### src/rtl/xrv_lsu.sv
// Load/store unit: one outstanding load or store on a simple req/gnt/rvalid
// data bus. Misaligned accesses complete immediately with ls_misalign and
// never reach the bus. A flush cancels an ungranted request, or lets a
// granted one drain on the bus without reporting completion.
//
// state | meaning
// IDLE  | waiting for is_ls; the only state in which a start is accepted
// REQ   | dbus_req high, bus fields held stable until dbus_gnt
// RESP  | granted, waiting for dbus_rvalid
// ERR   | misaligned access, one-cycle ls_done/ls_misalign pulse
module xrv_lsu (
    input  logic        clk,
    input  logic        rstb,
    input  logic        is_ls,
    input  logic        ls_we,
    input  logic [1:0]  ls_size,
    input  logic        ls_unsigned,
    input  logic [31:0] ls_addr,
    input  logic [31:0] ls_wdata,
    input  logic        flush,
    output logic        ls_done,
    output logic [31:0] ls_rdata,
    output logic        ls_misalign,
    output logic        dbus_req,
    output logic        dbus_we,
    output logic [31:0] dbus_addr,
    output logic [3:0]  dbus_be,
    output logic [31:0] dbus_wdata,
    input  logic        dbus_gnt,
    input  logic        dbus_rvalid,
    input  logic [31:0] dbus_rdata
);

    localparam logic [1:0] S_IDLE = 2'd0;
    localparam logic [1:0] S_REQ  = 2'd1;
    localparam logic [1:0] S_RESP = 2'd2;
    localparam logic [1:0] S_ERR  = 2'd3;

    logic [1:0]  state;
    logic        r_we;
    logic [1:0]  r_size;
    logic        r_unsigned;
    logic [31:0] r_addr;
    logic [31:0] r_wdata;
    logic        pend_flush;
    logic        done_q;

    logic        start;
    logic        misaligned;
    logic        resp_done;
    logic        err_pulse;
    logic [31:0] shifted;
    logic [31:0] load_ext;

    assign start      = (state == S_IDLE) && is_ls && !flush;
    assign misaligned = ((ls_size == 2'b01) && ls_addr[0]) ||
                        (ls_size[1] && (ls_addr[1:0] != 2'b00));

    // a response arriving together with a flush is drained but not reported
    assign resp_done  = (state == S_RESP) && dbus_rvalid && !flush && !pend_flush;
    assign err_pulse  = (state == S_ERR) && !flush;

    assign ls_done     = done_q | err_pulse;
    assign ls_misalign = err_pulse;

    assign dbus_req  = (state == S_REQ);
    assign dbus_we   = r_we;
    assign dbus_addr = {r_addr[31:2], 2'b00};

    // byte enables and lane-replicated write data from the captured request
    always_comb begin
        dbus_be    = 4'b1111;
        dbus_wdata = r_wdata;
        case (r_size)
            2'b00: begin
                dbus_be    = 4'b0001 << r_addr[1:0];
                dbus_wdata = {4{r_wdata[7:0]}};
            end
            2'b01: begin
                dbus_be    = 4'b0011 << {r_addr[1], 1'b0};
                dbus_wdata = {2{r_wdata[15:0]}};
            end
            default: begin
                dbus_be    = 4'b1111;
                dbus_wdata = r_wdata;
            end
        endcase
    end

    // align the response to bit 0, then sign- or zero-extend to 32 bits
    always_comb begin
        shifted  = dbus_rdata >> {r_addr[1:0], 3'b000};
        load_ext = shifted;
        case (r_size)
            2'b00:   load_ext = {{24{shifted[7] & ~r_unsigned}}, shifted[7:0]};
            2'b01:   load_ext = {{16{shifted[15] & ~r_unsigned}}, shifted[15:0]};
            default: load_ext = shifted;
        endcase
    end

    // control FSM
    always_ff @(posedge clk or negedge rstb) begin
        if (!rstb) begin
            state <= S_IDLE;
        end else begin
            case (state)
                S_IDLE: if (start) state <= misaligned ? S_ERR : S_REQ;
                S_REQ: begin
                    if (flush)         state <= S_IDLE;
                    else if (dbus_gnt) state <= S_RESP;
                end
                S_RESP: if (dbus_rvalid) state <= S_IDLE;
                default: state <= S_IDLE;
            endcase
        end
    end

    // capture the request on an accepted start; held for the whole transaction
    always_ff @(posedge clk or negedge rstb) begin
        if (!rstb) begin
            r_we       <= 1'b0;
            r_size     <= 2'b00;
            r_unsigned <= 1'b0;
            r_addr     <= 32'h0;
            r_wdata    <= 32'h0;
        end else if (start) begin
            r_we       <= ls_we;
            r_size     <= ls_size;
            r_unsigned <= ls_unsigned;
            r_addr     <= ls_addr;
            r_wdata    <= ls_wdata;
        end
    end

    // remember a flush seen while waiting for the response
    always_ff @(posedge clk or negedge rstb) begin
        if (!rstb) begin
            pend_flush <= 1'b0;
        end else if (state == S_RESP && !dbus_rvalid) begin
            pend_flush <= pend_flush | flush;
        end else begin
            pend_flush <= 1'b0;
        end
    end

    // completion pulse and load result, one cycle after the response
    always_ff @(posedge clk or negedge rstb) begin
        if (!rstb) begin
            done_q   <= 1'b0;
            ls_rdata <= 32'h0;
        end else begin
            done_q <= resp_done;
            if (resp_done && !r_we) ls_rdata <= load_ext;
        end
    end

endmodule

### config.mk
export PLATFORM = sky130hd
export DESIGN_NAME = xrv_lsu
export DESIGN_NICKNAME = d
export VERILOG_FILES = /design/src/rtl/xrv_lsu.sv
export SDC_FILE = /design/constraint.sdc
export NUM_CORES = 1
export LEC_CHECK = 0
export ABC_CLOCK_PERIOD_IN_PS = 2860
export CELL_PAD_IN_SITES_DETAIL_PLACEMENT = 1
export CELL_PAD_IN_SITES_GLOBAL_PLACEMENT = 1
export CORE_MARGIN = 2
export CORE_UTILIZATION = 36
export CTS_BUF_LIST = sky130_fd_sc_hd__clkbuf_8 sky130_fd_sc_hd__clkbuf_16
export CTS_CLUSTER_DIAMETER = 40
export CTS_CLUSTER_SIZE = 40
export DETAILED_ROUTE_END_ITERATION = 12
export HOLD_SLACK_MARGIN = 0.05
export PLACE_DENSITY = 0.92
export SYNTH_ARGS = -nofsm -noshare
export SYNTH_HDL_FRONTEND = slang
export SYNTH_SLANG_ARGS = --single-unit
export TNS_END_PERCENT = 30
### constraint.sdc
create_clock -name clk -period 2.86 [get_ports clk]
set_clock_uncertainty 0.2 [all_clocks]
set_input_delay 0.572 -clock clk [delete_from_list [all_inputs] [get_ports clk]]
set_output_delay 0.572 -clock clk [all_outputs]
set_load 0.01 [all_outputs]
## Word level (Yosys, flattened, before mapping)

Cells that the tools add are included.

| operators by class | value |
|---|---|
| bitwise logic cells | 5 |
| shift-type cells | 3 |
| multiplexer cells | 10 |
| equality and inequality tests | 8 |
| add/sub/neg operators | 0 |
| $mul | 0 |
| reductions and logical operators | 19 |
| divide/modulo/power cells | 0 |
| order comparisons | 0 |

Operators by type and width:

| cell | count |
|---|---|
| one-hot mux 32 bit (2 select lines) | 2 |
| right shift 32 x 5 -> 32 bit | 1 |
| logical AND 1 bit | 10 |
| 2-to-1 mux 2 bit | 5 |
| one-hot mux 4 bit (2 select lines) | 1 |
| equality test 2 x 1 -> 1 bit (second input constant) | 3 |
| one-hot mux 2 bit (3 select lines) | 1 |
| equality test 2 bit (second input constant) | 2 |
| zero test 1 bit | 4 |
| zero test 2 bit | 2 |
| inequality test 2 bit (second input constant) | 2 |
| << shifter 1 x 2 -> 4 bit (first input constant) | 1 |
| << shifter 2 x 2 -> 4 bit (first input constant) | 1 |
| inequality test 3 x 2 -> 1 bit (second input constant) | 1 |
| AND reduction 3 bit | 1 |
| AND 1 bit | 2 |
| bitwise OR 1 bit | 2 |
| nonzero test 2 bit | 1 |
| logical OR 1 bit | 1 |
| 2-to-1 mux 1 bit | 1 |
| inverter 1 bit | 1 |

| storage, ports and cells | value |
|---|---|
| output and inout bits | 104 |
| word-level logic and storage cells | 54 |
| bits in latches | 0 |
| RAM bits | 0 |
| bits in registers | 104 |
| memory bits (read-only) | 0 |
| input port bits | 106 |
| memories kept | 0 |

## Longest topological paths before layout

Gate-level depths: netlist of run 1.

| depth | value |
|---|---|
| depth after elaboration | 6 |
| gate-level depth with buffers | 7 |
| depth with buffers taken out | 4 |

## Worst setup path after synthesis of run 1

OpenSTA, ideal clock, no wires.

| timing path | value |
|---|---|
| path kind | reg-to-output |
| start point | register r_size[0] |
| end point | output dbus_wdata[10] |
| path buffers | 2 |
| data required time | 2.088 ns |
| slack | 0.875 ns |
| stages on the path, launching flop included | 6 |
| arrival | 1.213 ns |
| path through | dfrtp_1 -> or2_2 -> clkbuf_1 -> clkbuf_1 -> nand2_1 -> nand2_1 |

| between the ends | value |
|---|---|
| longest elaborated chain between the ends | 2 |
| elaborated cells on any way between the ends | 3 |
| those cells by class | eq/ne (1); mux (1); reduce/logical (1) |

RTL lines:

| element | line | RTL |
|---|---|---|
| start, declared | 41 | `logic [1:0] r_size;` |
| start signal, assigned | 128 | `r_size <= ls_size;` |
| equality test 2 x 1 -> 1 bit or zero test 2 bit (tied branches) | 74 | `case (r_size)` |
| one-hot mux 32 bit (2 select lines) (*) | 74 |  |
| end, declared | 28 | `output logic [31:0] dbus_wdata,` |

Every way passes the cells marked *; elsewhere a longest branch is shown, timed or not.

## Worst setup path in the final report of run 1

| timing path | value |
|---|---|
| start point | register r_size[1] |
| end point | output dbus_wdata[15] |

The elaborated chain is that of the path after synthesis.

==> out/summary.json, run 1 <==
{
  "run_status": {
    "status": "complete, no violations"
  },
  "critical_path": {
    "timing.critical_path.arrival_ps": 1950,
    "timing.setup.critical_path_class": "reg -> out",
    "slowest_stage": "sky130_fd_sc_hd__clkdlybuf4s50_1",
    "setup.worst_path.start": "r_size[1]",
    "crit_fanout": 11,
    "timing.reg2reg.setup_slack_ps": 610,
    "worst_r2r_path_depth": 6,
    "worstPathRequired_ps": 2090,
    "nature_of_the_critical_path_startpoint": "flop",
    "cell_by_cell_listing_of_the_critical_path": "buf_4 -> nor2_1 -> buf_4 -> nand2_1 -> nand2_1 -> clkdlybuf4s50_1",
    "end_kind": "primary output",
    "crit-reg2reg-launch": "r_addr[1]",
    "reg2reg_to": "ls_rdata[24]",
    "crit_path_max_incr_delay_ps": 540
  },
  "final_layout": {
    "fin_area_um2": 7630,
    "drive_gt1_share_pct": 20.8,
    "nets": 741,
    "n_antenna_cell": 0,
    "post-route-util_pct": 52.7,
    "area_growth_syn_to_layout_pct": 43.5
  },
  "clocking": {
    "cts_inserted_buffers": 9,
    "clkSinkCount": 104,
    "cts_htree_levels": 3,
    "worst_skew_pair.late_latency_ps": 340,
    "cts-root-to-sink-buffers": 2,
    "clock_tree_root_buffer_cell": "sky130_fd_sc_hd__clkbuf_16",
    "cts_tree": "built",
    "cts_clock_pin_slew_for_the_worst_setup_and_hold_paths_ps": 70
  },
  "route": {
    "post_drt_wl_per_cell_um": 20.3,
    "postRouteWirelength_um": 16700,
    "postRouteAntennaNets": 0,
    "vias_per_cell": 5.10,
    "remaining_drc_errors": 0,
    "route.vias.total": 4195,
    "first_iter_violations": 183,
    "drt-pass1-iter-count": 4
  },
  "timing": {
    "fin_tns_setup_ps": 0,
    "unrepaired_setup_endpoints_after_global_routing": "no",
    "period_share_pct": 95.1,
    "post-route-min-period_ps": 2720,
    "worst_hold_slack_ps": 288,
    "tightest_slew_ps": 623,
    "achievable-frequency_ghz": 0.368,
    "worst_relative_slew_slack_pct": 58.3,
    "report.final.hold_viol_count": 0,
    "report.final.setup_viol": 0,
    "final_number_of_max_transition_violations": 0
  },
  "logic_synthesis": {
    "yosys.cell_count.top_type": "sky130_fd_sc_hd__dfrtp_1",
    "syn_avg_cell_area_um2": 11.5,
    "post_synth_inst_count": 462,
    "syn-cell-area_um2": 5310,
    "synth.lib_cells_used.distinct": 43,
    "synth-edff-count": 0,
    "postSynth.asyncResetShare_pct": 100,
    "yosysWarnings": 0,
    "synth_largest_area_cell": "sky130_fd_sc_hd__dfrtp_1",
    "yosys-top-cells-area": "sky130_fd_sc_hd__dfrtp_1 49%, sky130_fd_sc_hd__mux2_2 16%, sky130_fd_sc_hd__buf_4 5.8%",
    "synth.top_cells.by_count": "104 x sky130_fd_sc_hd__dfrtp_1, 76 x sky130_fd_sc_hd__mux2_2, 55 x sky130_fd_sc_hd__nand2_1",
    "ys_seq_area_share_pct": 49.0,
    "yosys_most_used_dff": "sky130_fd_sc_hd__dfrtp_1",
    "synth_top_area_share_pct": 49.0,
    "postSynthRegisterBits": 104
  },
  "floorplanning": {
    "die_w_um": 125,
    "initial_core_util_pct": 36.7,
    "fp-row-count": 44,
    "placeableCoreArea_um2": 14500,
    "die_h_um": 125,
    "pin_count": 210,
    "design.die.area_um2": 15700
  },
  "grt": {
    "grt_max_degree": 42,
    "first_pass_grt_wire_length_um": 26000,
    "antenna_found_initial": 1,
    "grt_remaining_overflow": 0,
    "grt_pass1_vias": 4669,
    "track_usage_pct": 21.2
  },
  "placed_design": {
    "detailed_place_hpwl_um": 12500,
    "port_buffers": 207,
    "globalplace.congestion": 0.868,
    "dpl-instance-area_um2": 7270
  },
  "min_path": {
    "hold_depth": 1,
    "worstHoldStart": "r_wdata[20]",
    "worst_hold_path.endpoint": "r_wdata[20]",
    "min-delay-path-class": "reg -> reg"
  },
  "flow_run": {
    "timing.max_cap.violations": 0
  },
  "pwr": {
    "ir_worst_vdd_v": 0.000474,
    "pd_cells_nw_per_um2": 877,
    "leakage_nw": 3.29
  }
}
[stage by stage]
stage	total power (W)	setup WS (ps)	cells
after global placement	0.00526	75.7	803
final	0.00669	141	823
after detailed placement	0.00543	45.1	803
after global routing	0.00707	58.8	823
after CTS	0.00674	13.4	819
after floorplan	0.00389	875	463
[how the worst max path moves through the flow]
stage,endpoint,slack (ps),cells past startpoint
after floorplan,dbus_wdata[10],880,5
after global placement,ls_done,80,5
after detailed placement,ls_done,50,5
after CTS,dbus_wdata[9],10,6
after global routing,dbus_wdata[12],60,6
final,dbus_wdata[15],140,6
[kinds of logic after synthesis]
logic type             share of synthesized area (%)
muxes                                           22.3
buffers and inverters                           9.37
DFF                                             49.0
and+or+nand+nor                                 11.6
AOI/OAI and AO/OA                               7.63
other                                         0.0706
[layout by cell type (no fill, tap or decap), types with 7 or more instances in the layout]
| master | synthesis | final |
|---|---|---|
| sky130_fd_sc_hd__a211oi_1 | 7 | 7 |
| sky130_fd_sc_hd__nand3_2 | 8 | 8 |
| sky130_fd_sc_hd__o21ai_0 | 16 | 16 |
| sky130_fd_sc_hd__mux2i_1 | 23 | 23 |
| sky130_fd_sc_hd__o2bb2ai_1 | 7 | 7 |
| sky130_fd_sc_hd__nand2_1 | 55 | 55 |
| sky130_fd_sc_hd__or3_1 | 8 | 8 |
| sky130_fd_sc_hd__clkbuf_16 | 0 | 9 |
| sky130_fd_sc_hd__mux2_1 | 7 | 7 |
| sky130_fd_sc_hd__a21oi_1 | 23 | 23 |
| sky130_fd_sc_hd__mux2_2 | 76 | 76 |
| sky130_fd_sc_hd__nor2b_1 | 9 | 9 |
| sky130_fd_sc_hd__buf_4 | 41 | 18 |
| sky130_fd_sc_hd__nor2_1 | 22 | 22 |
| sky130_fd_sc_hd__dfrtp_1 | 104 | 102 |
| sky130_fd_sc_hd__clkdlybuf4s50_1 | 0 | 204 |
[critical path: cells and delay by family, from the launching register on]
kind	cells	cell delay, ps
buffers and inverters	3	910
DFF	1	450
and+or+nand+nor	3	250
[power breakdown]
group | internal (W) | switching (W) | total (W)
sequential | 0.00199 | 0.000393 | 0.00238
combinational | 0.00177 | 0.00129 | 0.00306
clock | 0.000699 | 0.000556 | 0.00125
total | 0.00445 | 0.00224 | 0.00669
[state kept, by name (all words and copies together) (netlist names)]
signal and cells:
r_size 2, state 2, r_addr 32, dbus_we 1, r_wdata 32, ls_rdata 32
pend_flush 1, done_q 1, r_unsigned 1
[layer usage]
metal  routed length (µm)  GRT usage, %  up-vias
met5                   16             0        -
met4                  618          10.0        2
met3                 1110          5.35       39
met2                 8370          36.0      164
met1                 6560          25.2     2083
li1                     -             -     1907
[what timing repair did]
| action | in CTS | in global routing |
|---|---|---|
| hold buffers | 1 | 0 |
| endpoints found under the hold margin | 27 | 0 |
| setup buffers | 0 | 4 |
| endpoints found under the setup margin | 11 | 7 |
| gates resized for setup | 3 | 2 |
[cell type report]
class	instances	area, µm²
Inverter	1	3.75
Fill cell	1549	6850
Multi-Input combinational cell	291	2220
Clock inverter	5	57.6
Sequential cell	104	2610
Timing Repair Buffer	228	2270
Clock buffer	10	239
Tap cell	184	230
No activity file was read; power rests on OpenSTA's default activity.
==> run 2, diff against run 1 <==
--- a/config.mk
+++ b/config.mk
@@ -7,9 +7,10 @@
 export LEC_CHECK = 0
 export ABC_CLOCK_PERIOD_IN_PS = 2860
 export CELL_PAD_IN_SITES_DETAIL_PLACEMENT = 1
-export CELL_PAD_IN_SITES_GLOBAL_PLACEMENT = 1
+export CELL_PAD_IN_SITES_GLOBAL_PLACEMENT = 2
+export CORE_ASPECT_RATIO = 0.75
 export CORE_MARGIN = 2
-export CORE_UTILIZATION = 36
+export CORE_UTILIZATION = 29
 export CTS_BUF_LIST = sky130_fd_sc_hd__clkbuf_8 sky130_fd_sc_hd__clkbuf_16
 export CTS_CLUSTER_DIAMETER = 40
 export CTS_CLUSTER_SIZE = 40
==> out/summary.json, run 2 (synthesis gave the netlist of run 1 again) <==
{
  "run_status": {
    "status": "complete, no violations"
  },
  "clocking": {
    "cts_tree": "built",
    "clock_tree_root_buffer_cell": "sky130_fd_sc_hd__clkbuf_16",
    "cts_htree_levels": 3,
    "cts-root-to-sink-buffers": 2,
    "cts_inserted_buffers": 9,
    "clkSinkCount": 104,
    "worst_skew_pair.late_latency_ps": 350,
    "post-cts-setup-buffer-count": 0,
    "cts_clock_pin_slew_for_the_worst_setup_and_hold_paths_ps": 60
  },
  "route": {
    "postRouteWirelength_um": 15900,
    "post_drt_wl_per_cell_um": 18.1,
    "remaining_drc_errors": 0,
    "postRouteAntennaNets": 0,
    "first_iter_violations": 134,
    "route.vias.total": 4033,
    "vias_per_cell": 4.60,
    "drt-pass1-iter-count": 4
  },
  "flow_run": {
    "timing.max_cap.violations": 0
  },
  "pwr": {
    "p_switching_w": 0.00218,
    "p_sw_share_pct": 32.6,
    "leakage_nw": 3.27,
    "share_clk_of_total_power_pct": 20.0,
    "power.internal_w": 0.00450,
    "seq_power_share_pct": 35.3,
    "share_comb_of_total_power_pct": 44.7,
    "ir_worst_vdd_v": 0.000357,
    "pd_cells_nw_per_um2": 871
  },
  "floorplanning": {
    "design.die.area_um2": 19400,
    "die_h_um": 121,
    "placeableCoreArea_um2": 17800,
    "fp-row-count": 42,
    "die_w_um": 160,
    "initial_core_util_pct": 29.8,
    "pin_count": 210
  },
  "final_layout": {
    "mostFrequentLayoutCells": "204 x sky130_fd_sc_hd__clkdlybuf4s50_1, 104 x sky130_fd_sc_hd__dfrtp_1, 76 x sky130_fd_sc_hd__mux2_2, 55 x sky130_fd_sc_hd__nand2_1",
    "final_common_cell": "sky130_fd_sc_hd__clkdlybuf4s50_1",
    "multiInputGateArea_um2": 2220,
    "fin_cells": 876,
    "area_growth_syn_to_layout_pct": 44.3,
    "largestRegisters": "ls_rdata (32), r_addr (32), r_wdata (32)",
    "sequential_cell_area_um2": 2600,
    "nets": 736,
    "nFillCells": 1899,
    "n_antenna_cell": 0,
    "drive_gt1_share_pct": 19.9
  },
  "timing": {
    "period_share_pct": 95.4,
    "fin_tns_setup_ps": 0,
    "achievable-frequency_ghz": 0.366,
    "report.final.setup_viol": 0,
    "unrepaired_setup_endpoints_after_global_routing": "no",
    "final_number_of_max_transition_violations": 0,
    "tightest_slew_ps": 631,
    "worst_relative_slew_slack_pct": 57.8,
    "post-route-min-period_ps": 2730,
    "report.final.hold_viol_count": 0
  },
  "min_path": {
    "worstHoldStart": "r_wdata[21]",
    "worst_hold_path.endpoint": "r_wdata[21]",
    "min-delay-path-class": "reg -> reg",
    "hold_depth": 1
  },
  "critical_path": {
    "timing.critical_path.arrival_ps": 1960,
    "nature_of_the_critical_path_startpoint": "flop",
    "reg2reg_to": "ls_rdata[25]",
    "crit-reg2reg-launch": "r_addr[0]",
    "end_kind": "primary output",
    "worstPathRequired_ps": 2090,
    "timing.reg2reg.setup_slack_ps": 570,
    "worst_r2r_path_depth": 4,
    "crit_fanout": 9,
    "timing.setup.critical_path_class": "reg -> out"
  },
  "placed_design": {
    "placed_cells": 860,
    "globalplace.congestion": 0.803,
    "port_buffers": 207,
    "detailed_place_hpwl_um": 12200
  },
  "grt": {
    "antenna_found_initial": 0,
    "track_usage_pct": 16.5,
    "grt_pass1_vias": 4478,
    "grt_remaining_overflow": 0,
    "first_pass_grt_wire_length_um": 24800,
    "grt_max_degree": 71
  }
}
-- run 2: worst max path at each step --
stage / end / cells past startpoint / startpoint
6_report: dbus_wdata[12] / 6 / r_size[1]
5_1_grt: dbus_wdata[13] / 6 / r_size[1]
4_1_cts: ls_done / 5 / flush
3_5_place_dp: ls_done / 5 / flush
3_3_place_gp: ls_done / 5 / flush
2_1_floorplan: dbus_wdata[10] / 5 / r_size[0]
-- run 2: through the flow --
step | total power [W] | hold WS (ps) | setup slack (ps) | instance area (µm²) | util, %
2_1_floorplan | 0.00389 | 76.4 | 875 | 5320 | -
3_3_place_gp | 0.00530 | 266 | 75.0 | 7330 | 41.2
3_5_place_dp | 0.00541 | 273 | 62.1 | 7330 | 41.2
4_1_cts | 0.00679 | 289 | 50.8 | 7660 | 43.0
5_1_grt | 0.00708 | 315 | 29.6 | 7670 | 43.0
6_report | 0.00668 | 289 | 131 | 7670 | 43.0
-- run 2: per-layer routing --
layer	up-vias	wire length (µm)	track usage, %
met3	13	812	4.58
met2	106	7660	27.7
li1	1890	-	-
met1	2024	7210	21.3
met5	-	0	0
met4	0	177	4.00
-- run 2: power by group through the flow --
| stage | clock network, W | registers, W | logic [W] |
|---|---|---|---|
| final | 0.00134 | 0.00236 | 0.00299 |
| after global routing | 0.00144 | 0.00244 | 0.00320 |
| after CTS | 0.00139 | 0.00237 | 0.00303 |
| after detailed placement | 0 | 0.00239 | 0.00302 |
| after global placement | 0 | 0.00235 | 0.00296 |
| after floorplan | 0 | 0.00236 | 0.00153 |
-- run 2: area by class of cell --
class	count	area share (%)
clock buffers	10	3.12
clock inverters	5	1.06
inverters	1	0.0489
multi-input cells	291	28.9
flip-flops and latches	104	33.9
well taps	242	3.95
repair buffers	223	29.0
-- run 2: repair_timing --
action / CTS / global route
setup endpoints to repair: 0 / 2
resized for setup: 0 / 2
hold buffers: 1 / 0
hold endpoints to repair: 20 / 0
-- run 2: worst max-delay path, stage by stage, from the launching register on --
cell	delay (ps)
sky130_fd_sc_hd__dfrtp_1	440
sky130_fd_sc_hd__buf_4	200
sky130_fd_sc_hd__nor2_1	90
sky130_fd_sc_hd__buf_4	180
sky130_fd_sc_hd__nand2_1	70
sky130_fd_sc_hd__nand2_1	80
sky130_fd_sc_hd__clkdlybuf4s50_1	550
